<file path="src/rtl/sa_drv_pkg.sv">
// Shared types and constants for the 3x3 systolic-array feeder.
// Holds the driver state enum, the array size and the w_flat indexing helper.
package sa_drv_pkg;

    localparam int SA_N       = 3;
    localparam int DEF_DATA_W = 8;

    typedef enum logic [2:0] {
        IDLE,
        LOAD,
        STREAM,
        DRAIN,
        DONE
    } state_e;

    // Bit offset of weight w[r][c] inside the row-major w_flat bus.
    function automatic int w_lsb(input logic [1:0] r, input logic [1:0] c, input int dw);
        return (int'(r) * SA_N + int'(c)) * dw;
    endfunction

endpackage

</file>
<file path="src/rtl/sa_3x3_driver_if.sv">
// Controller handshake, activation/result streams and array-side lanes of the 3x3 feeder.
// The reuse_w signal exists only when SA_DRV_REUSE_W_EN is defined.
interface sa_3x3_driver_if #(
    parameter int DATA_W    = 8,
    parameter int MAX_VEC_W = 8
);
    logic                   start;
    logic [MAX_VEC_W-1:0]   num_vec;
    logic [9*DATA_W-1:0]    w_flat;
`ifdef SA_DRV_REUSE_W_EN
    logic                   reuse_w;
`endif
    logic                   act_valid;
    logic                   act_ready;
    logic [3*DATA_W-1:0]    act_data;
    logic [DATA_W-1:0]      sa_a1, sa_a2, sa_a3;
    logic [DATA_W-1:0]      sa_b1, sa_b2, sa_b3;
    logic                   sa_p1_en;
    logic [DATA_W-1:0]      sa_c;
    logic                   res_valid;
    logic [DATA_W-1:0]      res_data;
    logic                   busy;
    logic                   done;

    modport master (
`ifdef SA_DRV_REUSE_W_EN
        output reuse_w,
`endif
        output start, num_vec, w_flat, act_valid, act_data, sa_c,
        input  act_ready, sa_a1, sa_a2, sa_a3, sa_b1, sa_b2, sa_b3, sa_p1_en,
        input  res_valid, res_data, busy, done
    );

    modport slave (
`ifdef SA_DRV_REUSE_W_EN
        input  reuse_w,
`endif
        input  start, num_vec, w_flat, act_valid, act_data, sa_c,
        output act_ready, sa_a1, sa_a2, sa_a3, sa_b1, sa_b2, sa_b3, sa_p1_en,
        output res_valid, res_data, busy, done
    );

endinterface

</file>
<file path="src/rtl/sa_drv_skew.sv">
// One-lane delay line of DEPTH registers with asynchronous clear.
// any_o reports whether any stage still holds a nonzero value.
module sa_drv_skew #(
    parameter int DEPTH  = 1,
    parameter int DATA_W = 8
) (
    input  logic              clk,
    input  logic              rst,
    input  logic [DATA_W-1:0] d_i,
    output logic [DATA_W-1:0] q_o,
    output logic              any_o
);

    logic [DATA_W-1:0] stage_q [DEPTH];

    always_ff @(posedge clk or posedge rst) begin
        if (rst) begin
            for (int i = 0; i < DEPTH; i++) stage_q[i] <= '0;
        end else begin
            stage_q[0] <= d_i;
            for (int i = 1; i < DEPTH; i++) stage_q[i] <= stage_q[i-1];
        end
    end

    assign q_o = stage_q[DEPTH-1];

    always_comb begin
        any_o = 1'b0;
        for (int i = 0; i < DEPTH; i++) any_o = any_o | (|stage_q[i]);
    end

endmodule

</file>
<file path="src/rtl/sa_3x3_driver.sv">
// Feeder for the 3x3 systolic array: weight preload, skewed activation stream, result capture.
// Defining SA_DRV_REUSE_W_EN adds reuse_w, which skips the preload and keeps the array weights.
module sa_3x3_driver
    import sa_drv_pkg::*;
#(
    parameter int DATA_W    = DEF_DATA_W,
    parameter int RES_LAT   = 5,
    parameter int MAX_VEC_W = 8
) (
    input  logic            clk,
    input  logic            rst,
    sa_3x3_driver_if.slave  bus
);

    state_e                 state_q, state_d;
    logic [1:0]             load_cnt_q, load_cnt_d;
    logic [MAX_VEC_W-1:0]   num_q, num_d;
    logic [MAX_VEC_W-1:0]   cnt_q, cnt_d;
    logic [9*DATA_W-1:0]    w_q, w_d;
    logic                   res_valid_q;
    logic [DATA_W-1:0]      res_data_q;

    logic                   xfer;
    logic                   act_ready;
    logic                   p1_en;
    logic [DATA_W-1:0]      b1, b2, b3;
    logic [DATA_W-1:0]      lane_in  [SA_N];
    logic [DATA_W-1:0]      lane_out [SA_N];
    logic [SA_N-1:0]        lane_any;
    logic                   tag_out;
    logic                   tag_any;

    // Lane n carries n+1 registers so consecutive vectors land on the array diagonal.
    for (genvar n = 0; n < SA_N; n++) begin : g_lane
        assign lane_in[n] = xfer ? bus.act_data[n*DATA_W +: DATA_W] : '0;
        sa_drv_skew #(.DEPTH(n + 1), .DATA_W(DATA_W)) u_skew (
            .clk   (clk),
            .rst   (rst),
            .d_i   (lane_in[n]),
            .q_o   (lane_out[n]),
            .any_o (lane_any[n])
        );
    end

    sa_drv_skew #(.DEPTH(RES_LAT), .DATA_W(1)) u_tag (
        .clk   (clk),
        .rst   (rst),
        .d_i   (xfer),
        .q_o   (tag_out),
        .any_o (tag_any)
    );

    always_ff @(posedge clk or posedge rst) begin
        if (rst) begin
            state_q     <= IDLE;
            load_cnt_q  <= '0;
            num_q       <= '0;
            cnt_q       <= '0;
            w_q         <= '0;
            res_valid_q <= 1'b0;
            res_data_q  <= '0;
        end else begin
            state_q     <= state_d;
            load_cnt_q  <= load_cnt_d;
            num_q       <= num_d;
            cnt_q       <= cnt_d;
            w_q         <= w_d;
            res_valid_q <= tag_out;
            if (tag_out) res_data_q <= bus.sa_c;
        end
    end

    always_comb begin
        state_d    = state_q;
        load_cnt_d = load_cnt_q;
        num_d      = num_q;
        cnt_d      = cnt_q;
        w_d        = w_q;
        xfer       = 1'b0;
        act_ready  = 1'b0;
        p1_en      = 1'b0;
        b1         = '0;
        b2         = '0;
        b3         = '0;
        case (state_q)
            IDLE: begin
                if (bus.start) begin
                    num_d      = bus.num_vec;
                    cnt_d      = '0;
                    load_cnt_d = '0;
`ifdef SA_DRV_REUSE_W_EN
                    if (bus.reuse_w) begin
                        state_d = (bus.num_vec == '0) ? DRAIN : STREAM;
                    end else begin
                        w_d     = bus.w_flat;
                        state_d = LOAD;
                    end
`else
                    w_d     = bus.w_flat;
                    state_d = LOAD;
`endif
                end
            end
            LOAD: begin
                p1_en = 1'b1;
                b1    = w_q[w_lsb(load_cnt_q, 2'd0, DATA_W) +: DATA_W];
                b2    = w_q[w_lsb(load_cnt_q, 2'd1, DATA_W) +: DATA_W];
                b3    = w_q[w_lsb(load_cnt_q, 2'd2, DATA_W) +: DATA_W];
                if (load_cnt_q == 2'd2) begin
                    state_d = (num_q == '0) ? DRAIN : STREAM;
                end else begin
                    load_cnt_d = load_cnt_q + 2'd1;
                end
            end
            STREAM: begin
                act_ready = (cnt_q != num_q);
                xfer      = act_ready && bus.act_valid;
                if (xfer) begin
                    cnt_d = cnt_q + MAX_VEC_W'(1);
                    if (cnt_q == num_q - MAX_VEC_W'(1)) state_d = DRAIN;
                end
            end
            DRAIN: begin
                // Zero columns keep flowing until the last tag has produced its result.
                if (!tag_any && (lane_any == '0)) state_d = DONE;
            end
            DONE: begin
                state_d = IDLE;
            end
            default: begin
                state_d = IDLE;
            end
        endcase
    end

    assign bus.act_ready = act_ready;
    assign bus.sa_a1     = lane_out[0];
    assign bus.sa_a2     = lane_out[1];
    assign bus.sa_a3     = lane_out[2];
    assign bus.sa_b1     = b1;
    assign bus.sa_b2     = b2;
    assign bus.sa_b3     = b3;
    assign bus.sa_p1_en  = p1_en;
    assign bus.res_valid = res_valid_q;
    assign bus.res_data  = res_data_q;
    assign bus.busy      = (state_q != IDLE);
    assign bus.done      = (state_q == DONE);

endmodule

</file>
<file path="src/flat_wrapper.sv">
// flat-port wrapper written by rule: the top's interface ports become plain ports
module sa_3x3_driver_flat import sa_drv_pkg::*;
#(
    parameter int DATA_W    = DEF_DATA_W,
    parameter int RES_LAT   = 5,
    parameter int MAX_VEC_W = 8
)
  (clk, rst, bus_start, bus_num_vec, bus_w_flat, bus_act_valid, bus_act_data, bus_sa_c, bus_act_ready, bus_sa_a1, bus_sa_a2, bus_sa_a3, bus_sa_b1, bus_sa_b2, bus_sa_b3, bus_sa_p1_en, bus_res_valid, bus_res_data, bus_busy, bus_done);
  sa_3x3_driver_if #(.DATA_W(DATA_W), .MAX_VEC_W(MAX_VEC_W)) bus_i ();
  input  logic clk;
  input  logic rst;
  input wire logic [$bits(bus_i.start)-1:0] bus_start;
  input wire logic [$bits(bus_i.num_vec)-1:0] bus_num_vec;
  input wire logic [$bits(bus_i.w_flat)-1:0] bus_w_flat;
  input wire logic [$bits(bus_i.act_valid)-1:0] bus_act_valid;
  input wire logic [$bits(bus_i.act_data)-1:0] bus_act_data;
  input wire logic [$bits(bus_i.sa_c)-1:0] bus_sa_c;
  output wire logic [$bits(bus_i.act_ready)-1:0] bus_act_ready;
  output wire logic [$bits(bus_i.sa_a1)-1:0] bus_sa_a1;
  output wire logic [$bits(bus_i.sa_a2)-1:0] bus_sa_a2;
  output wire logic [$bits(bus_i.sa_a3)-1:0] bus_sa_a3;
  output wire logic [$bits(bus_i.sa_b1)-1:0] bus_sa_b1;
  output wire logic [$bits(bus_i.sa_b2)-1:0] bus_sa_b2;
  output wire logic [$bits(bus_i.sa_b3)-1:0] bus_sa_b3;
  output wire logic [$bits(bus_i.sa_p1_en)-1:0] bus_sa_p1_en;
  output wire logic [$bits(bus_i.res_valid)-1:0] bus_res_valid;
  output wire logic [$bits(bus_i.res_data)-1:0] bus_res_data;
  output wire logic [$bits(bus_i.busy)-1:0] bus_busy;
  output wire logic [$bits(bus_i.done)-1:0] bus_done;
  assign bus_i.start = bus_start;
  assign bus_i.num_vec = bus_num_vec;
  assign bus_i.w_flat = bus_w_flat;
  assign bus_i.act_valid = bus_act_valid;
  assign bus_i.act_data = bus_act_data;
  assign bus_i.sa_c = bus_sa_c;
  assign bus_act_ready = bus_i.act_ready;
  assign bus_sa_a1 = bus_i.sa_a1;
  assign bus_sa_a2 = bus_i.sa_a2;
  assign bus_sa_a3 = bus_i.sa_a3;
  assign bus_sa_b1 = bus_i.sa_b1;
  assign bus_sa_b2 = bus_i.sa_b2;
  assign bus_sa_b3 = bus_i.sa_b3;
  assign bus_sa_p1_en = bus_i.sa_p1_en;
  assign bus_res_valid = bus_i.res_valid;
  assign bus_res_data = bus_i.res_data;
  assign bus_busy = bus_i.busy;
  assign bus_done = bus_i.done;
  sa_3x3_driver #(.DATA_W(DATA_W), .RES_LAT(RES_LAT), .MAX_VEC_W(MAX_VEC_W)) u_core (.clk(clk), .rst(rst), .bus(bus_i));
endmodule
</file>
<file path="config.mk">
export PLATFORM = sky130hd
export DESIGN_NAME = sa_3x3_driver_flat
export DESIGN_NICKNAME = d
export VERILOG_FILES = /design/src/rtl/sa_drv_pkg.sv /design/src/rtl/sa_3x3_driver_if.sv /design/src/rtl/sa_drv_skew.sv /design/src/rtl/sa_3x3_driver.sv /design/src/flat_wrapper.sv
export SDC_FILE = /design/constraint.sdc
export NUM_CORES = 1
export LEC_CHECK = 0
export BUFFER_PORTS_ARGS = -buffer_cell sky130_fd_sc_hd__clkbuf_2
export CAP_MARGIN = 20
export CORE_MARGIN = 3
export CORE_UTILIZATION = 45
export CTS_CLUSTER_DIAMETER = 30
export CTS_CLUSTER_SIZE = 20
export DETAILED_ROUTE_END_ITERATION = 10
export GPL_ROUTABILITY_DRIVEN = 0
export HOLD_SLACK_MARGIN = 0.15
export PLACE_DENSITY = 0.75
export SYNTH_ARGS = -nofsm -noshare
export SYNTH_HDL_FRONTEND = slang
export SYNTH_SLANG_ARGS = --single-unit
</file>
<file path="constraint.sdc">
create_clock -name clk -period 4.2 [get_ports clk]
set_clock_uncertainty 0.2 [all_clocks]
set_input_delay 0.21 -clock clk [delete_from_list [all_inputs] [get_ports clk]]
set_output_delay 0.21 -clock clk [all_outputs]
set_load 0.1 [all_outputs]
</file>
==> metrics.csv <==
metric;value;unit
status;finished clean;
p_comb_share;51.5;%
cts_hold_buf;117;
synthArstFlopShare;100;%
worstMarginPinSlew;953;ps
min_path_type;register to register;
cpLargestDelayFamily;multiplexers;
cts_buffer_depth;2;
syn_nets;668;
fin_crit_sh;93.5;%
max_cap_violations;0;
detail_route.first_pass.iterations;4;
synth_flop_cell;dfrtp_1;
cts_buffers;17;
synthCells;546;
slew_violations;0;
synth_top_area_share;54.4;%
crit_buf_inv;2;
crit_arrival;3520;ps
crit_fanout;18;
yosysSeqAreaShare;54.4;%
cp-end-kind;output port;
layout.nets;944;
layout_commonest_cell;clkbuf_2;
seqCellArea;0.00388;mm^2
synth_area;0.00713;mm^2
critPathKind;register to output port;
grt_max_degree;115;
cpPeakStageDelay;870;ps
tns;0;ps
p_total;8.49;mW
clkPwrFrac;17.8;%
ys_seq_elements;155;
grt_pass1_wl;32.6;mm
path_cells;inv_1 -> ha_1 -> mux4_2 -> mux2i_1 -> nor2_1 -> a21oi_1 -> nor2_1 -> buf_12;
critPathLaunchType;register;
finalSetupViolations;0;
fillers;1124;
worstPathRequired;3790;ps
p_switching;3.94;mW
vias_per_cell;5.29;
synth_edf_count;0;
hold_viol_final;0;
dieArea;0.0174;mm^2
grtUsageMet3;4.62;%
syn_to_final_growth;40.0;%
routed-via-count;5536;
core;0.0154;mm^2
start_util;46.4;%
die_h;132;um
clk_pin_slew_worst_paths;60;ps
num_rows;45;
ant_nets;0;
drt_first_iter_violations;501;
cts_sinks;155;
busiest_layer;met2;
ir_worst_vdd;0.000445;V
critPathMostFrequentCell;nor2_1;
cts_setup_buffers;0;
p_sw_share;46.4;%
syn_avg_cell_area;13.1;um^2
crit_slowest_cell;ha_1;
rsz0062_at_grt;false;
cts_root_buffer;clkbuf_16;
ys_warn_count;0;
drc_errors;0;
ys_types;47;
wirelength;19.5;mm
overflow;0;
max_freq;255;MHz
cts_tree;done;
io_buffers;176;
diodes;0;
mostFrequentLayoutCells;clkbuf_2, dfrtp_1, dlygate4sd3_1;
cts.repair.resized;0;
relSlewSlack;36.3;%
synth_top_cells_by_area;dfrtp_1, mux2_2, mux4_2, mux2i_1, nor2_1;
die_w;132;um
p_per_area;851;mW/mm^2
insertion_delay;430;ps
min_period;3930;ps
multi_input_area;0.00295;mm^2
drive_above_1_share;40.5;%
yosys.area.top_type;dfrtp_1;
p_leak;4.55;nW
antenna_found_initial;0;
grtUsageMet2;40.3;%
p_seq_share;30.8;%
dp_hpwl;12.7;mm
internal_power;4.55;mW
grt_pass1_vias;6204;
h-tree-depth;4;
ios;177;
met1_usage;28.7;%
wl_per_cell;18.7;um
track_usage;23.6;%
## state kept, by name, summed over array words and instances, names as in the netlist
register                      count
u_core.u_tag.q_o                  1
u_core.w_q                       72
u_core.g_lane.u_skew.q_o         24
u_core.u_tag.stage_q              4
u_core.g_lane.u_skew.stage_q     24
u_core.load_cnt_q                 2
u_core.cnt_q                      8
u_core.bus.res_valid              1
u_core.state_q                    3
u_core.num_q                      8
u_core.bus.res_data               8
## stage by stage
step | utilization (%) | area (um^2) | instances | hold WS [ps] | worst slack (ps)
3_3_place_gp | 53.5 | 8220 | 897 | 158 | 934
4_1_cts | 64.9 | 9980 | 1046 | 175 | 372
6_report | 64.9 | 9980 | 1046 | 174 | 275
5_1_grt | 64.9 | 9980 | 1046 | 189 | 43.6
2_1_floorplan | - | 7130 | 546 | 127 | 80.3
3_5_place_dp | 53.5 | 8220 | 897 | 161 | 859
## kinds of logic (layout without fill, tap and decap cells)
kind of cell	after synthesis	in the layout	share of synthesized area (%)
flip-flops	155	155	54.4
AND/OR/NAND/NOR	136	136	10.6
multiplexers	128	128	23.7
buffers and inverters	56	345	4.23
AO/OA/AOI/OAI	51	51	4.27
XOR/XNOR	14	14	1.72
adder cells (fa/ha/maj)	6	6	1.05
## synth_stat cells, types with 2 or more instances
cell type / instances
or3_1: 4
clkbuf_1: 6
nand2b_1: 2
a2111oi_0: 2
buf_4: 17
nand2_1: 12
a31oi_1: 2
and4_1: 4
mux2i_1: 16
xor2_1: 5
mux2_2: 88
buf_1: 2
a21oi_1: 23
nand3_1: 8
ha_1: 6
nor2b_1: 8
a211oi_1: 2
buf_2: 16
nand4_1: 5
nor4_2: 3
nor4_1: 12
and2_1: 24
nor2_1: 42
nor3_1: 5
o21ai_0: 13
mux4_2: 24
xnor2_1: 9
inv_1: 13
dfrtp_1: 155
## layout make-up
| class | count | share of cell area, % |
|---|---|---|
| clock buffers | 17 | 4.26 |
| inverters | 14 | 0.564 |
| well taps | 211 | 2.65 |
| flip-flops and latches | 155 | 38.9 |
| repair buffers | 299 | 22.5 |
| multi-input cells | 335 | 29.6 |
| clock inverters | 15 | 1.57 |
## per-layer routing
layer / part of all wire [%] / up-vias / routed length [um]
li1: - / 2500 / -
met1: 40 / 2745 / 7760
met2: 52 / 231 / 10200
met3: 4.6 / 60 / 890
met4: 3.6 / 0 / 695
met5: 0 / - / 0
## final timing paths
| check | startpoint | depth (start not counted) | slack, ps | end |
|---|---|---|---|---|
| max | u_core.load_cnt_q[0] | 8 | 270 | bus_sa_b3[4] |
| min in group asynchronous | rst | 3 | 330 | u_core.w_q[21] |
| max reg2reg | u_core.state_q[1] | 5 | 1570 | u_core.w_q[14] |
| max in group asynchronous | rst | 4 | 2400 | u_core.w_q[24] |
| min | u_core.g_lane[2].u_skew.stage_q[9] | 0 | 170 | u_core.g_lane[2].u_skew.q_o[1] |
| min reg2reg | u_core.g_lane[2].u_skew.stage_q[9] | 0 | 170 | u_core.g_lane[2].u_skew.q_o[1] |
## power groups by stage
| stage | Clock (mW) | Sequential, mW | Combinational, mW |
|---|---|---|---|
| 3_5_place_dp | 0 | 2.59 | 4.21 |
| 5_1_grt | 1.60 | 2.67 | 4.63 |
| 4_1_cts | 1.53 | 2.57 | 4.32 |
| 2_1_floorplan | 0 | 2.76 | 3.11 |
| 3_3_place_gp | 0 | 2.54 | 4.11 |
| 6_report | 1.51 | 2.61 | 4.37 |
## worst reg2reg max path, delay by kind of cell (launching register included)
kind	cells	cell delay [ps]
buf+inv	2	570
flops	1	450
mux	1	430
simple gates	2	860
Note: power is estimated with default switching activity, not from simulation.
